[src/rtl/pipe_skid_reg.sv]
// Two-entry pipeline register (main + skid) with flush and a saturating stall counter.
// Latency: one cycle from accept to out_valid; sustains one entry per cycle when out_ready stays high.
// Backpressure: in_ready is registered and low only while skid is full, so it has no combinational path from out_ready.
module pipe_skid_reg #(
    parameter int           XLEN  = 32,
    parameter int           ILEN  = 32,
    parameter logic [ILEN-1:0] NOP = 32'h00000013,
    parameter int           CNT_W = 16
) (
    input  logic             clk,
    input  logic             reset,
    input  logic             in_valid,
    output logic             in_ready,
    input  logic [XLEN-1:0]  in_pc,
    input  logic [ILEN-1:0]  in_instr,
    input  logic             flush,
    output logic             out_valid,
    input  logic             out_ready,
    output logic [XLEN-1:0]  out_pc,
    output logic [ILEN-1:0]  out_instr,
    output logic [1:0]       occupancy,
    output logic [CNT_W-1:0] stall_cnt
);

    logic            main_vld, skid_vld;
    logic [XLEN-1:0] main_pc, skid_pc;
    logic [ILEN-1:0] main_instr, skid_instr;
    logic            in_ready_q;

    logic            main_vld_nxt, skid_vld_nxt;
    logic [XLEN-1:0] main_pc_nxt, skid_pc_nxt;
    logic [ILEN-1:0] main_instr_nxt, skid_instr_nxt;

    logic pop, acc, stalled;

    // Handshakes; flush overrides both pop and accept.
    assign pop     = main_vld & out_ready & ~flush;
    assign acc     = in_valid & in_ready_q & ~flush;
    assign stalled = main_vld & ~out_ready;

    // Next-state for the two entries; an empty main always shows pc 0 / NOP.
    always_comb begin
        main_vld_nxt   = main_vld;
        main_pc_nxt    = main_pc;
        main_instr_nxt = main_instr;
        skid_vld_nxt   = skid_vld;
        skid_pc_nxt    = skid_pc;
        skid_instr_nxt = skid_instr;
        if (flush) begin
            main_vld_nxt   = 1'b0;
            main_pc_nxt    = '0;
            main_instr_nxt = NOP;
            skid_vld_nxt   = 1'b0;
        end else if (skid_vld) begin
            // in_ready is low here, so only a pop can change state.
            if (pop) begin
                main_pc_nxt    = skid_pc;
                main_instr_nxt = skid_instr;
                skid_vld_nxt   = 1'b0;
            end
        end else if (acc) begin
            if (!main_vld || pop) begin
                main_vld_nxt   = 1'b1;
                main_pc_nxt    = in_pc;
                main_instr_nxt = in_instr;
            end else begin
                skid_vld_nxt   = 1'b1;
                skid_pc_nxt    = in_pc;
                skid_instr_nxt = in_instr;
            end
        end else if (pop) begin
            main_vld_nxt   = 1'b0;
            main_pc_nxt    = '0;
            main_instr_nxt = NOP;
        end
    end

    // Entry state and the registered ready, which mirrors the next skid emptiness.
    always_ff @(posedge clk or posedge reset) begin
        if (reset) begin
            main_vld   <= 1'b0;
            main_pc    <= '0;
            main_instr <= NOP;
            skid_vld   <= 1'b0;
            skid_pc    <= '0;
            skid_instr <= NOP;
            in_ready_q <= 1'b1;
        end else begin
            main_vld   <= main_vld_nxt;
            main_pc    <= main_pc_nxt;
            main_instr <= main_instr_nxt;
            skid_vld   <= skid_vld_nxt;
            skid_pc    <= skid_pc_nxt;
            skid_instr <= skid_instr_nxt;
            in_ready_q <= ~skid_vld_nxt;
        end
    end

    // Stall counter: counts cycles the head is held, saturates, and ignores flush.
    always_ff @(posedge clk or posedge reset) begin
        if (reset) begin
            stall_cnt <= '0;
        end else if (stalled && (stall_cnt != {CNT_W{1'b1}})) begin
            stall_cnt <= stall_cnt + 1'b1;
        end
    end

    assign in_ready  = in_ready_q;
    assign out_valid = main_vld;
    assign out_pc    = main_pc;
    assign out_instr = main_instr;
    // skid is only ever full while main is full.
    assign occupancy = {main_vld & skid_vld, main_vld ^ skid_vld};

endmodule

[config.mk]
export PLATFORM = sky130hd
export DESIGN_NAME = pipe_skid_reg
export DESIGN_NICKNAME = d
export VERILOG_FILES = /design/src/rtl/pipe_skid_reg.sv
export SDC_FILE = /design/constraint.sdc
export NUM_CORES = 1
export LEC_CHECK = 0
export ABC_CLOCK_PERIOD_IN_PS = 6400
export CAP_MARGIN = 0
export CORE_MARGIN = 5
export CORE_UTILIZATION = 49
export DETAILED_ROUTE_END_ITERATION = 7
export GPL_TIMING_DRIVEN = 1
export PLACE_DENSITY = 0.83
export SYNTH_ARGS = -nofsm -noshare
export SYNTH_HDL_FRONTEND = slang
export SYNTH_SLANG_ARGS = --single-unit
[constraint.sdc]
create_clock -name clk -period 6.4 [get_ports clk]
set_input_delay 0.96 -clock clk [delete_from_list [all_inputs] [get_ports clk]]
set_output_delay 0.96 -clock clk [all_outputs]
set_load 0.005 [all_outputs]
==> reports/metrics.yaml, run 1 <==
outcome:
  status: "finished, final reports clean"
floorplanning:
  dieArea_um2: 15000
  core_um2: 12500
  boundaryPins: 153
  die_w_um: 122
  start_util_pct: 49.5
  rows: 41
  die_y_um: 122
synthesis:
  synthArstFlopShare_pct: 100
  synth_top_family_by_area: "compound AO/OA/AOI/OAI gates"
  muxShareOfSynthArea_pct: 12.4
  syn_area_um2: 6200
  synth-simple-area-share_pct: 8.68
  synth_edf_count: 0
  synth.avg_cell_area_um2: 12.1
  synth_compound_area_share_pct: 14.3
  yosys_warnings: 0
  yosysUniqueCellTypes: 40
  ys_seq_area_share_pct: 59.5
  synth_fp_nets: 581
  ys_ff_latch: 147
  synthXorXnorAreaFrac_pct: 1.55
  synthAdderAreaFrac_pct: 0.404
  yosys_most_used_dff: "dfrtp_1"
  netlist_instances: 510
clock_tree:
  htree_levels: 4
  clockBufferDepth: 2
  cts_resized: 0
  cts_buffers: 17
  postCtsHoldBufs: 0
  clk_pin_slew_ns: 0.05
  clock_sinks: 147
  clk_latency_ns: 0.41
  cts_root_buf: "clkbuf_16"
  post_cts_buffers: 0
  cts_tree: "done"
placement:
  place_congestion: 0.836
  io_buffers: 152
  dp_hpwl_mm: 9.59
  pre_cts_slack_ns: 2.99
min_path:
  hp-class: "flip-flop to flip-flop"
power:
  p_per_area_nw_per_um2: 319
  finalPower_w: 0.00269
  ir_drop_v: 0.000165
  p_leak_nw: 3.49
worst_setup_path:
  path_max_fanout: 64
  worstPathArrival_ns: 3.26
  start_kind: "input pin"
  cp-end-kind: "flip-flop"
  crit_type: "input pin to flip-flop"
  cp.required_ns: 6.69
final_layout:
  area_delta_synth_final_pct: 35.9
  insertedDiodeCount: 0
  drive_gt1_share_pct: 18.1
  num-fill-cells: 940
  nets: 722
route:
  drcViolationCount: 0
  vias_per_cell: 5.45
  vias: 4556
  drtPass1Iterations: 5
  wl_per_cell_um: 17.7
  ant_nets: 0
  finalWirelength_mm: 14.8
  drt_iter0_markers: 392
global_routing:
  grt_usage_pct: 20.4
  antenna_found_initial: 0
  gr-total-overflow: 0
  grt_first_pass_wirelength_mm: 24.0
  grt_pass1_vias: 4804
  grt_start_max_net_pins: 129
sta:
  min_period_ns: 2.98
  setup_viol: 0
  max_freq_ghz: 0.336
  tightest_slew_ns: 1.16
  fin_tns_setup_ns: 0
  maxSlewViolCount: 0
  setup_slack_ns: 3.42
  rsz0062_at_grt: "false"
  fin_crit_sh_pct: 46.5
  fin_skew_ns: 0.00704
  report.final.hold_viol_count: 0
  slew_headroom_pct: 23.0
run:
  drv_cap: 0
## placed cells by master, fill, tap and decap left out, types with 3 or more instances in the layout
cell type          n
clkinv_2           3
nand2_1           70
nand3_1            6
o21ai_0           66
o22ai_1            3
clkdlybuf4s50_1  152
dfstp_2            7
nor3_1             6
mux2_2            63
bufinv_16          3
dfrtp_1          140
clkbuf_8           4
a21oi_1            5
a22oi_1           61
mux2_1             4
clkinvlp_4         3
clkbuf_16         17
xor2_1             9
buf_4              3
nor2_1             5
## kinds of logic after synthesis
logic type / count (synthesis)
DFF: 147
AOI/OAI and AO/OA: 140
and+or+nand+nor: 106
muxes: 68
buffers and inverters: 36
xor gates and xnor gates: 11
adders and majority gates: 2
## Yosys cell counts (2+ instances only)
cell type    n  area (um2)
o21ai_0     66         330
nand2_1     70         263
buf_6        6        67.6
nor3_2       2        20.0
dfrtp_1    140        3500
xor2_1       9        78.8
nand2b_1     2        12.5
nor3_1       6        30.0
mux2_2      63         709
clkbuf_1    18        67.6
nand3_1      6        30.0
dfstp_2      7         184
xnor2_1      2        17.5
a22oi_1     61         458
mux2_1       4        45.0
inv_1        3        11.3
buf_2        9        45.0
nor2_1       6        22.5
ha_1         2        25.0
o22ai_1      3        18.8
a21oi_1      5        25.0
nor2b_1      2        12.5
## metal layers
| metal | track usage, % | wire [um] | vias up |
|---|---|---|---|
| li1 | - | - | 2110 |
| met1 | 25.5 | 6270 | 2260 |
| met2 | 34.5 | 7370 | 160 |
| met3 | 5.02 | 859 | 26 |
| met4 | 7.00 | 293 | 0 |
| met5 | 0 | 0 | - |
## worst paths after layout
path	cells after the start	start	endpoint	slack, ns
max reg2reg	4	in_ready	skid_instr[23]	3.94
min reg2reg	2	out_instr[6]	out_instr[6]	0.48
min	2	out_instr[6]	out_instr[6]	0.48
max	4	flush	skid_instr[23]	3.42
min in group asynchronous	2	reset	out_pc[4]	1.10
max in group asynchronous	3	reset	skid_instr[16]	4.08
## critical path, cell delays in order
cell and delay [ns]:
clkdlybuf4s50_1 0.56, or2_2 0.44, nor2_8 0.85, mux2_2 0.43
## stage by stage
stage | hold slack [ns] | area (um2) | utilization [%] | std cells
finish | 0.477 | 8420 | 67.3 | 836
global route | 0.493 | 8420 | 67.3 | 836
detailed placement | 0.469 | 7800 | 62.3 | 804
global placement | 0.462 | 7800 | 62.3 | 804
CTS | 0.482 | 8420 | 67.3 | 836
floorplan | 0.459 | 6200 | - | 510
## flip-flops by register name, summed over array words and instances (netlist names)
signal and flops:
skid_instr 32, out_valid 1, stall_cnt 16, in_ready 1
skid_vld 1, out_pc 32, skid_pc 32, out_instr 32
## final cells by class
type                       instances  area, um2  area share [%]
inverter                           3       16.3           0.193
clock buffer                      23        488            5.80
multi-input combinational        327       2340            27.8
tap                              172        215            2.56
clock inverter                     9        128            1.52
sequential                       147       3690            43.8
timing repair buffer             155       1540            18.3
## power by group
part / switching [W] / internal (W) / leakage (nW) / total, W
logic: 0.000170 / 0.000260 / 1.30 / 0.000430
registers: 0.000120 / 0.00112 / 1.89 / 0.00124
clock network: 0.000367 / 0.000653 / 0.295 / 0.00102
total: 0.000657 / 0.00203 / 3.49 / 0.00269
No activity file was read; power rests on OpenSTA's default activity.
==> inputs of run 2 (changes only) <==
==> config.mk (replaced) <==
export PLATFORM = sky130hd
export DESIGN_NAME = pipe_skid_reg
export DESIGN_NICKNAME = d
export VERILOG_FILES = /design/src/rtl/pipe_skid_reg.sv
export SDC_FILE = /design/constraint.sdc
export NUM_CORES = 1
export LEC_CHECK = 0
export ABC_CLOCK_PERIOD_IN_PS = 2700
export CAP_MARGIN = 0
export CORE_MARGIN = 5
export CORE_UTILIZATION = 45
export DETAILED_ROUTE_END_ITERATION = 7
export GPL_TIMING_DRIVEN = 1
export PLACE_DENSITY = 0.81
export SYNTH_ARGS = -nofsm -noshare
export SYNTH_HDL_FRONTEND = slang
export SYNTH_SLANG_ARGS = --single-unit
==> constraint.sdc (replaced) <==
create_clock -name clk -period 2.7 [get_ports clk]
set_input_delay 0.405 -clock clk [delete_from_list [all_inputs] [get_ports clk]]
set_output_delay 0.405 -clock clk [all_outputs]
set_load 0.005 [all_outputs]
==> reports/metrics.yaml, run 2 (synthesized netlist as in run 1, its figures left out) <==
outcome:
  status: "finished, final reports clean"
sta:
  fin_tns_setup_ns: 0
  setup_viol: 0
  fin_skew_ns: 0.0117
  rsz0062_at_grt: "false"
  slew_headroom_pct: 48.6
  fin_crit_sh_pct: 81.3
  report.final.hold_viol_count: 0
  min_period_ns: 2.19
  max_freq_ghz: 0.456
  maxSlewViolCount: 0
  tightest_slew_ns: 0.771
  hold_slack_ns: 0.478
global_routing:
  grt_start_max_net_pins: 148
  grt_first_pass_wirelength_mm: 24.1
  antenna_found_initial: 0
  grt_pass1_vias: 4825
  gr-total-overflow: 0
  grt_usage_pct: 18.6
route:
  finalWirelength_mm: 14.8
  vias: 4476
  drt_iter0_markers: 218
  wl_per_cell_um: 17.5
  vias_per_cell: 5.28
  drcViolationCount: 0
  ant_nets: 0
  drtPass1Iterations: 4
floorplanning:
  core_um2: 13300
  start_util_pct: 46.4
  boundaryPins: 153
  dieArea_um2: 16200
  die_w_um: 127
  rows: 42
  die_y_um: 127
placement:
  place_congestion: 0.800
  dp_hpwl_mm: 10.1
  dpl.cell_count: 815
  io_buffers: 152
power:
  ir_drop_v: 0.000453
  p_leak_nw: 3.56
  finalPower_w: 0.00652
  p_per_area_nw_per_um2: 760
final_layout:
  area_delta_synth_final_pct: 38.3
  final_util_pct: 64.2
  final_common_cell: "clkdlybuf4s50_1"
  drive_gt1_share_pct: 19.1
  instances_no_fill: 847
  most-common-layout-cells: "152 x clkdlybuf4s50_1, 140 x dfrtp_1, 70 x nand2_1"
  insertedDiodeCount: 0
  nets: 729
clock_tree:
  clk_pin_slew_ns: 0.06
  postCtsHoldBufs: 0
  post_cts_buffers: 0
  clock_sinks: 147
  cts_tree: "done"
  clockBufferDepth: 2
  cts_root_buf: "clkbuf_16"
  clk_latency_ns: 0.42
  cts_resized: 0
  cts_buffers: 17
  htree_levels: 4
min_path:
  hp-class: "flip-flop to flip-flop"
worst_setup_path:
  start_kind: "flip-flop"
  cp-end-kind: "primary output"
  crit_type: "flip-flop to primary output"
  path_max_fanout: 10
  cp.required_ns: 2.30
  worstPathArrival_ns: 1.79
run:
  drv_cap: 0
[run 2: changes by cell type in the layout (fill, tap and decap cells not counted), sizes merged]
cell      before  now
clkinvlp       3    2
buf            3   10
inv            3    2
clkbuf        23   19
clkinv         3    7
bufinv         3    5
[run 2: per-layer routing]
| layer | global-route usage, % | vias up | part of all wire, % |
|---|---|---|---|
| met1 | 22.7 | 2226 | 42 |
| met2 | 31.6 | 113 | 51 |
| met3 | 5.05 | 15 | 5.5 |
| met4 | 7.00 | 0 | 1.1 |
| li1 | - | 2122 | - |
| met5 | 0 | - | 0 |
[run 2: metrics by stage]
stage / setup slack [ns] / instance area [um2]
floorplan: 0.454 / 6200
finish: 0.505 / 8570
global route: 0.437 / 8570
detailed placement: 0.228 / 7920
CTS: 0.471 / 8570
global placement: 0.263 / 7920
[run 2: final timing paths]
check / start / endpoint / slack, ns / depth (start not counted)
min in group asynchronous: reset / out_pc[13] / 0.57 / 3
max reg2reg: in_ready / skid_pc[12] / 0.62 / 5
min: out_pc[23] / out_pc[23] / 0.48 / 2
max: out_valid / occupancy[0] / 0.51 / 2
max in group asynchronous: reset / skid_pc[25] / 1.56 / 3
min reg2reg: out_pc[23] / out_pc[23] / 0.48 / 2
[run 2: cell type report]
class                      count  area [um2]
inverter                       3        15.0
fill                        1019        4780
tap                          176         220
multi-input combinational    327        2340
clock inverter                13         208
timing repair buffer         162        1660
clock buffer                  19         443
sequential                   147        3690
[run 2: critical path, stage by stage, from the launching register on]
cell             delay [ns]
dfrtp_1                0.51
ha_1                   0.35
clkdlybuf4s50_1        0.51
[run 2: where the power goes]
group / switching (W) / leakage, nW / internal [W]
sequential: 0.000277 / 1.89 / 0.00265
clock: 0.000890 / 0.317 / 0.00166
combinational: 0.000400 / 1.35 / 0.000634
==> inputs of run 3 (changes only) <==
==> config.mk (replaced) <==
export PLATFORM = sky130hd
export DESIGN_NAME = pipe_skid_reg
export DESIGN_NICKNAME = d
export VERILOG_FILES = /design/src/rtl/pipe_skid_reg.sv
export SDC_FILE = /design/constraint.sdc
export NUM_CORES = 1
export LEC_CHECK = 0
export ABC_CLOCK_PERIOD_IN_PS = 2200
export CAP_MARGIN = 0
export CORE_MARGIN = 5
export CORE_UTILIZATION = 49
export DETAILED_ROUTE_END_ITERATION = 7
export GPL_TIMING_DRIVEN = 1
export PLACE_DENSITY = 0.83
export SYNTH_ARGS = -nofsm -noshare
export SYNTH_HDL_FRONTEND = slang
export SYNTH_SLANG_ARGS = --single-unit
==> constraint.sdc (replaced) <==
create_clock -name clk -period 2.2 [get_ports clk]
set_input_delay 0.33 -clock clk [delete_from_list [all_inputs] [get_ports clk]]
set_output_delay 0.33 -clock clk [all_outputs]
set_load 0.005 [all_outputs]
==> reports/metrics.yaml, run 3 (synthesized netlist as in run 1, its figures left out) <==
outcome:
  status: "finished, final reports clean"
sta:
  min_period_ns: 2.10
  tightest_slew_ns: 0.658
  setup_viol: 0
  max_freq_ghz: 0.477
  setup_slack_ns: 0.104
  fin_tns_setup_ns: 0
  fin_skew_ns: 0.00534
  report.final.hold_viol_count: 0
  hold_slack_ns: 0.431
  rsz0062_at_grt: "false"
  slew_headroom_pct: 56.2
  maxSlewViolCount: 0
  fin_crit_sh_pct: 95.3
clock_tree:
  postCtsHoldBufs: 0
  cts_buffers: 17
  cts_tree: "done"
  cts_root_buf: "clkbuf_16"
  htree_levels: 4
  clock_sinks: 147
  clockBufferDepth: 2
  cts_resized: 0
  clk_latency_ns: 0.41
  clk_pin_slew_ns: 0.06
  post_cts_buffers: 0
final_layout:
  drive_gt1_share_pct: 19.1
  nets: 734
  area_delta_synth_final_pct: 37.9
  final_util_pct: 68.3
  final_common_cell: "clkdlybuf4s50_1"
  num-fill-cells: 958
  most-common-layout-cells: "152 x clkdlybuf4s50_1, 140 x dfrtp_1, 70 x nand2_1"
  insertedDiodeCount: 0
  instances_no_fill: 847
placement:
  place_congestion: 0.845
  dp_hpwl_mm: 10.1
  io_buffers: 152
  dpl.cell_count: 816
  pre_cts_slack_ns: 0.0330
worst_setup_path:
  crit_type: "flip-flop to primary output"
  slowest_delay_ns: 0.51
  r2r_end: "stall_cnt[1]"
  worstPathCellList: "ha_1 > clkdlybuf4s50_1"
  critPathBufInv: 1
  path_max_fanout: 10
  cp-end-kind: "primary output"
  regToRegSetupSlack_ns: 0.29
  slowest_stage: "dfrtp_1"
  cpLargestDelayFamily: "flip-flops"
  ff2ff_path_depth: 4
  worstPathArrival_ns: 1.77
  reg2reg_from: "stall_cnt[0]"
  start_kind: "flip-flop"
  cp.required_ns: 1.87
route:
  drtPass1Iterations: 4
  drt_iter0_markers: 327
  ant_nets: 0
  vias_per_cell: 5.41
  drcViolationCount: 0
  wl_per_cell_um: 17.1
  vias: 4581
  finalWirelength_mm: 14.5
floorplanning:
  core_um2: 12500
  rows: 41
  boundaryPins: 153
  start_util_pct: 49.5
  dieArea_um2: 15000
  die_y_um: 122
  die_w_um: 122
run:
  drv_cap: 0
power:
  intPower_w: 0.00577
  clkPwrFrac_pct: 35.9
  p_switching_w: 0.00184
  sequentialPowerShare_pct: 47.2
  p_comb_share_pct: 16.8
  ir_drop_v: 0.000656
  p_sw_share_pct: 24.2
  p_leak_nw: 3.56
  p_per_area_nw_per_um2: 891
global_routing:
  antenna_found_initial: 0
  grt_first_pass_wirelength_mm: 23.8
  grt_usage_pct: 20.4
  grt_start_max_net_pins: 94
  gr-total-overflow: 0
  grt_pass1_vias: 4766
min_path:
  hp-class: "input pin to async pin"
[run 3: power by group through the flow]
stage	sequential (W)	combinational [W]	clock, W
CTS	0.00359	0.00131	0.00280
global route	0.00367	0.00142	0.00294
floorplan	0.00356	0.000681	0
detailed placement	0.00363	0.00130	0
global placement	0.00359	0.00123	0
finish	0.00360	0.00128	0.00274
[run 3: through the flow]
| stage | power (W) | area [um2] |
|---|---|---|
| 2_1_floorplan | 0.00424 | 6200 |
| 3_3_place_gp | 0.00483 | 7980 |
| 3_5_place_dp | 0.00493 | 7980 |
| 4_1_cts | 0.00770 | 8550 |
| 5_1_grt | 0.00803 | 8550 |
| 6_report | 0.00761 | 8550 |
[run 3: final cells by class]
cell class	count	area [um2]	area share [%]
Multi-Input combinational cell	327	2340	27.4
Sequential cell	147	3690	43.1
Clock inverter	4	45.0	0.527
Inverter	3	15.0	0.176
Tap cell	172	215	2.52
Timing Repair Buffer	167	1720	20.1
Clock buffer	27	523	6.12
[run 3: worst max path at each step]
| stage | from | to | cells after the start |
|---|---|---|---|
| final | out_valid | occupancy[0] | 2 |
| after global routing | out_valid | occupancy[0] | 2 |
| after CTS | out_valid | occupancy[0] | 2 |
| after detailed placement | in_valid | skid_pc[2] | 6 |
| after global placement | in_valid | skid_pc[8] | 6 |
| after floorplan | reset | out_instr[10] | 1 |
[run 3: worst reg2reg max path: cells and delay by family (launching register included)]
kind	cells	cell delay [ns]
AO/OA/AOI/OAI	1	0.57
flip-flops	1	0.41
multiplexers	1	0.34
adder cells (fa/ha/maj)	1	0.26
AND/OR/NAND/NOR	1	0.21
[run 3: metal layers]
metal / up-vias / routed length [um] / share of wire, % / global-route usage, %
met4: 0 / 325 / 2.2 / 8.96
met3: 30 / 1160 / 8.0 / 6.91
met2: 175 / 7030 / 49 / 31.9
met5: - / 0 / 0 / 0
met1: 2243 / 5950 / 41 / 25.9
li1: 2133 / - / - / -
==> RTL edit (flow settings as in run 2) <==
`ILEN`: 32 -> 64.
--- a/src/rtl/pipe_skid_reg.sv
+++ b/src/rtl/pipe_skid_reg.sv
@@ -3,7 +3,7 @@
 // Backpressure: in_ready is registered and low only while skid is full, so it has no combinational path from out_ready.
 module pipe_skid_reg #(
     parameter int           XLEN  = 32,
-    parameter int           ILEN  = 32,
+    parameter int           ILEN  = 64,
     parameter logic [ILEN-1:0] NOP = 32'h00000013,
     parameter int           CNT_W = 16
 ) (
Interface: changed (resized in_instr and out_instr); port bits go from 153 to 217. The function was not compared with the original's and may differ.
==> RTL edit against run 2 <==
  * First-iteration DRC count up 77%
  * Routed wire length rose by 44%
  * Combinational power is 50% higher
  * Sequential cell count up 64
  * Global-route usage is 0.056 points higher
  * Area after synthesis is 43% higher
  * Final cell count rose by 42%
  * Total power up 36%
  * Setup slack got worse by 170 ps
  * Final area up 41%
  * Critical endpoint unchanged
  * Largest cell class unchanged
==> RTL edit: results (changes against run 2) <==
status completed; share of cells above drive strength 1 17.1% (-1.9 points); Avg WL per Cell 17.7 um (+1.4%); Peak VDD IR 0.392 mV (-13%); Synth cell types 36 (-10%); ranking of synthesized cells by area dfrtp_1 (58%), a22oi_1 (7.9%), mux2_2 (7.3%); vias in the first global route 6582 (+36%); Worst-Margin Slew 623 ps (-148 ps); Seq/Total Area, Yosys 59.8% (+0.28 points); clk slew on worst S/H paths 60 ps (about the same); Synth top cells by count dfrtp_1 (204), nand2_1 (101), o21ai_0 (97), a22oi_1 (93), mux2_2 (57); final-stage net count 1022 (+40%); clock latency at the later pin of the worst-skew pair 490 ps (+70 ps); largest net degree at the start of global routing 109 (-26%); first-pass GRT wire length 34.3 mm (+43%); H-tree depth 1 (-3); post-DP HPWL 14.0 mm (+39%); initial antenna violation count 0 (unchanged); slowest stage delay, CP 580 ps (+70 ps); port bufs 216 (+42%); GR Util All Layers 18.6% (+0.056 points); min-delay worst type in2async; syn_nets 821 (+41%); post-cts repair resize count 0 (unchanged); CTS root buf clkbuf_16; ANT cells 0 (unchanged); Vias/cell 5.31 (+0.44%); Iteration-0 DRC Markers 385 (+77%); routability cong. 0.764 (-4.4%); CP arrival 1960 ps (+170 ps); critical-path maximum fanout 11 (+1); DRT Pass-1 Iters 5 (+1); total CTS buffers 23 (+6); delay-heaviest family, CP flip-flops; sw frac 24.1% (+0.091 points); Combinational Power Share 17.4% (+1.5 points); Leak 5.11 nW (+44%); synth warn 0 (unchanged); slowest CP cell dfrtp_1; Setup Buffers After CTS 0 (unchanged); clk_skew 8.70 ps (-2.97 ps); FFs w/ async S/R, synth 100% (unchanged); Max Root-Sink Buffers 3 (+1)
==> RTL edit: cell type report <==
class                   count  area (um2)
fillers                  1549        7350
flip-flops and latches    211        5290
multi-input cells         451        3280
repair buffers            229        2370
clock buffers              33         673
well taps                 265         332
clock inverters             7        85.1
inverters                   3        15.0
==> RTL edit: final timing paths <==
path                       slack, ps           from  cells past startpoint        endpoint
max                              340      out_valid                      2    occupancy[0]
min                              440          reset                      3      out_pc[27]
max reg2reg                      620   stall_cnt[0]                      6    stall_cnt[5]
min reg2reg                      480  out_instr[56]                      2   out_instr[56]
max in group asynchronous       1780          reset                      3  skid_instr[16]
min in group clk                 480  out_instr[56]                      2   out_instr[56]
==> RTL edit: routing by layer <==
layer	track usage, %	wire length, um	share of wire (%)
met2	29.9	9970	47
met1	25.8	9480	45
met4	4.53	348	1.6
met3	4.46	1440	6.8
met5	0	0	0
==> RTL edit: through the flow <==
stage	total power, mW	worst slack [ps]	area, um2	hold WS (ps)	instances
floorplan	5.04	-441	8850	468	718
global placement	5.71	392	11300	460	1159
detailed placement	5.79	346	11300	469	1159
CTS	8.94	323	12000	474	1199
global route	9.28	279	12000	505	1199
finish	8.84	335	12000	443	1199
==> RTL edit: power groups by stage <==
stage	clock, mW	sequential (mW)	combinational [mW]
2_1_floorplan	0	4.15	0.898
3_3_place_gp	0	4.20	1.50
3_5_place_dp	0	4.22	1.56
4_1_cts	3.19	4.19	1.57
5_1_grt	3.32	4.27	1.69
6_report	3.10	4.20	1.54
==> RTL edit: tightest hold or removal path, stage by stage <==
cell	delay, ps
clkdlybuf4s50_1	440
clkinvlp_4	130
buf_12	400
==> RTL edit: kinds of logic (layout without fill, tap and decap cells) <==
kind of cell,Yosys count,after routing,synth area share [%]
AO/OA/AOI/OAI,206,206,14.5
buffers and inverters,56,272,3.37
XOR/XNOR,12,12,1.19
AND/OR/NAND/NOR,134,134,6.80
multiplexers,97,97,14.0
adder cells (fa/ha/maj),2,2,0.283
flip-flops,211,211,59.8
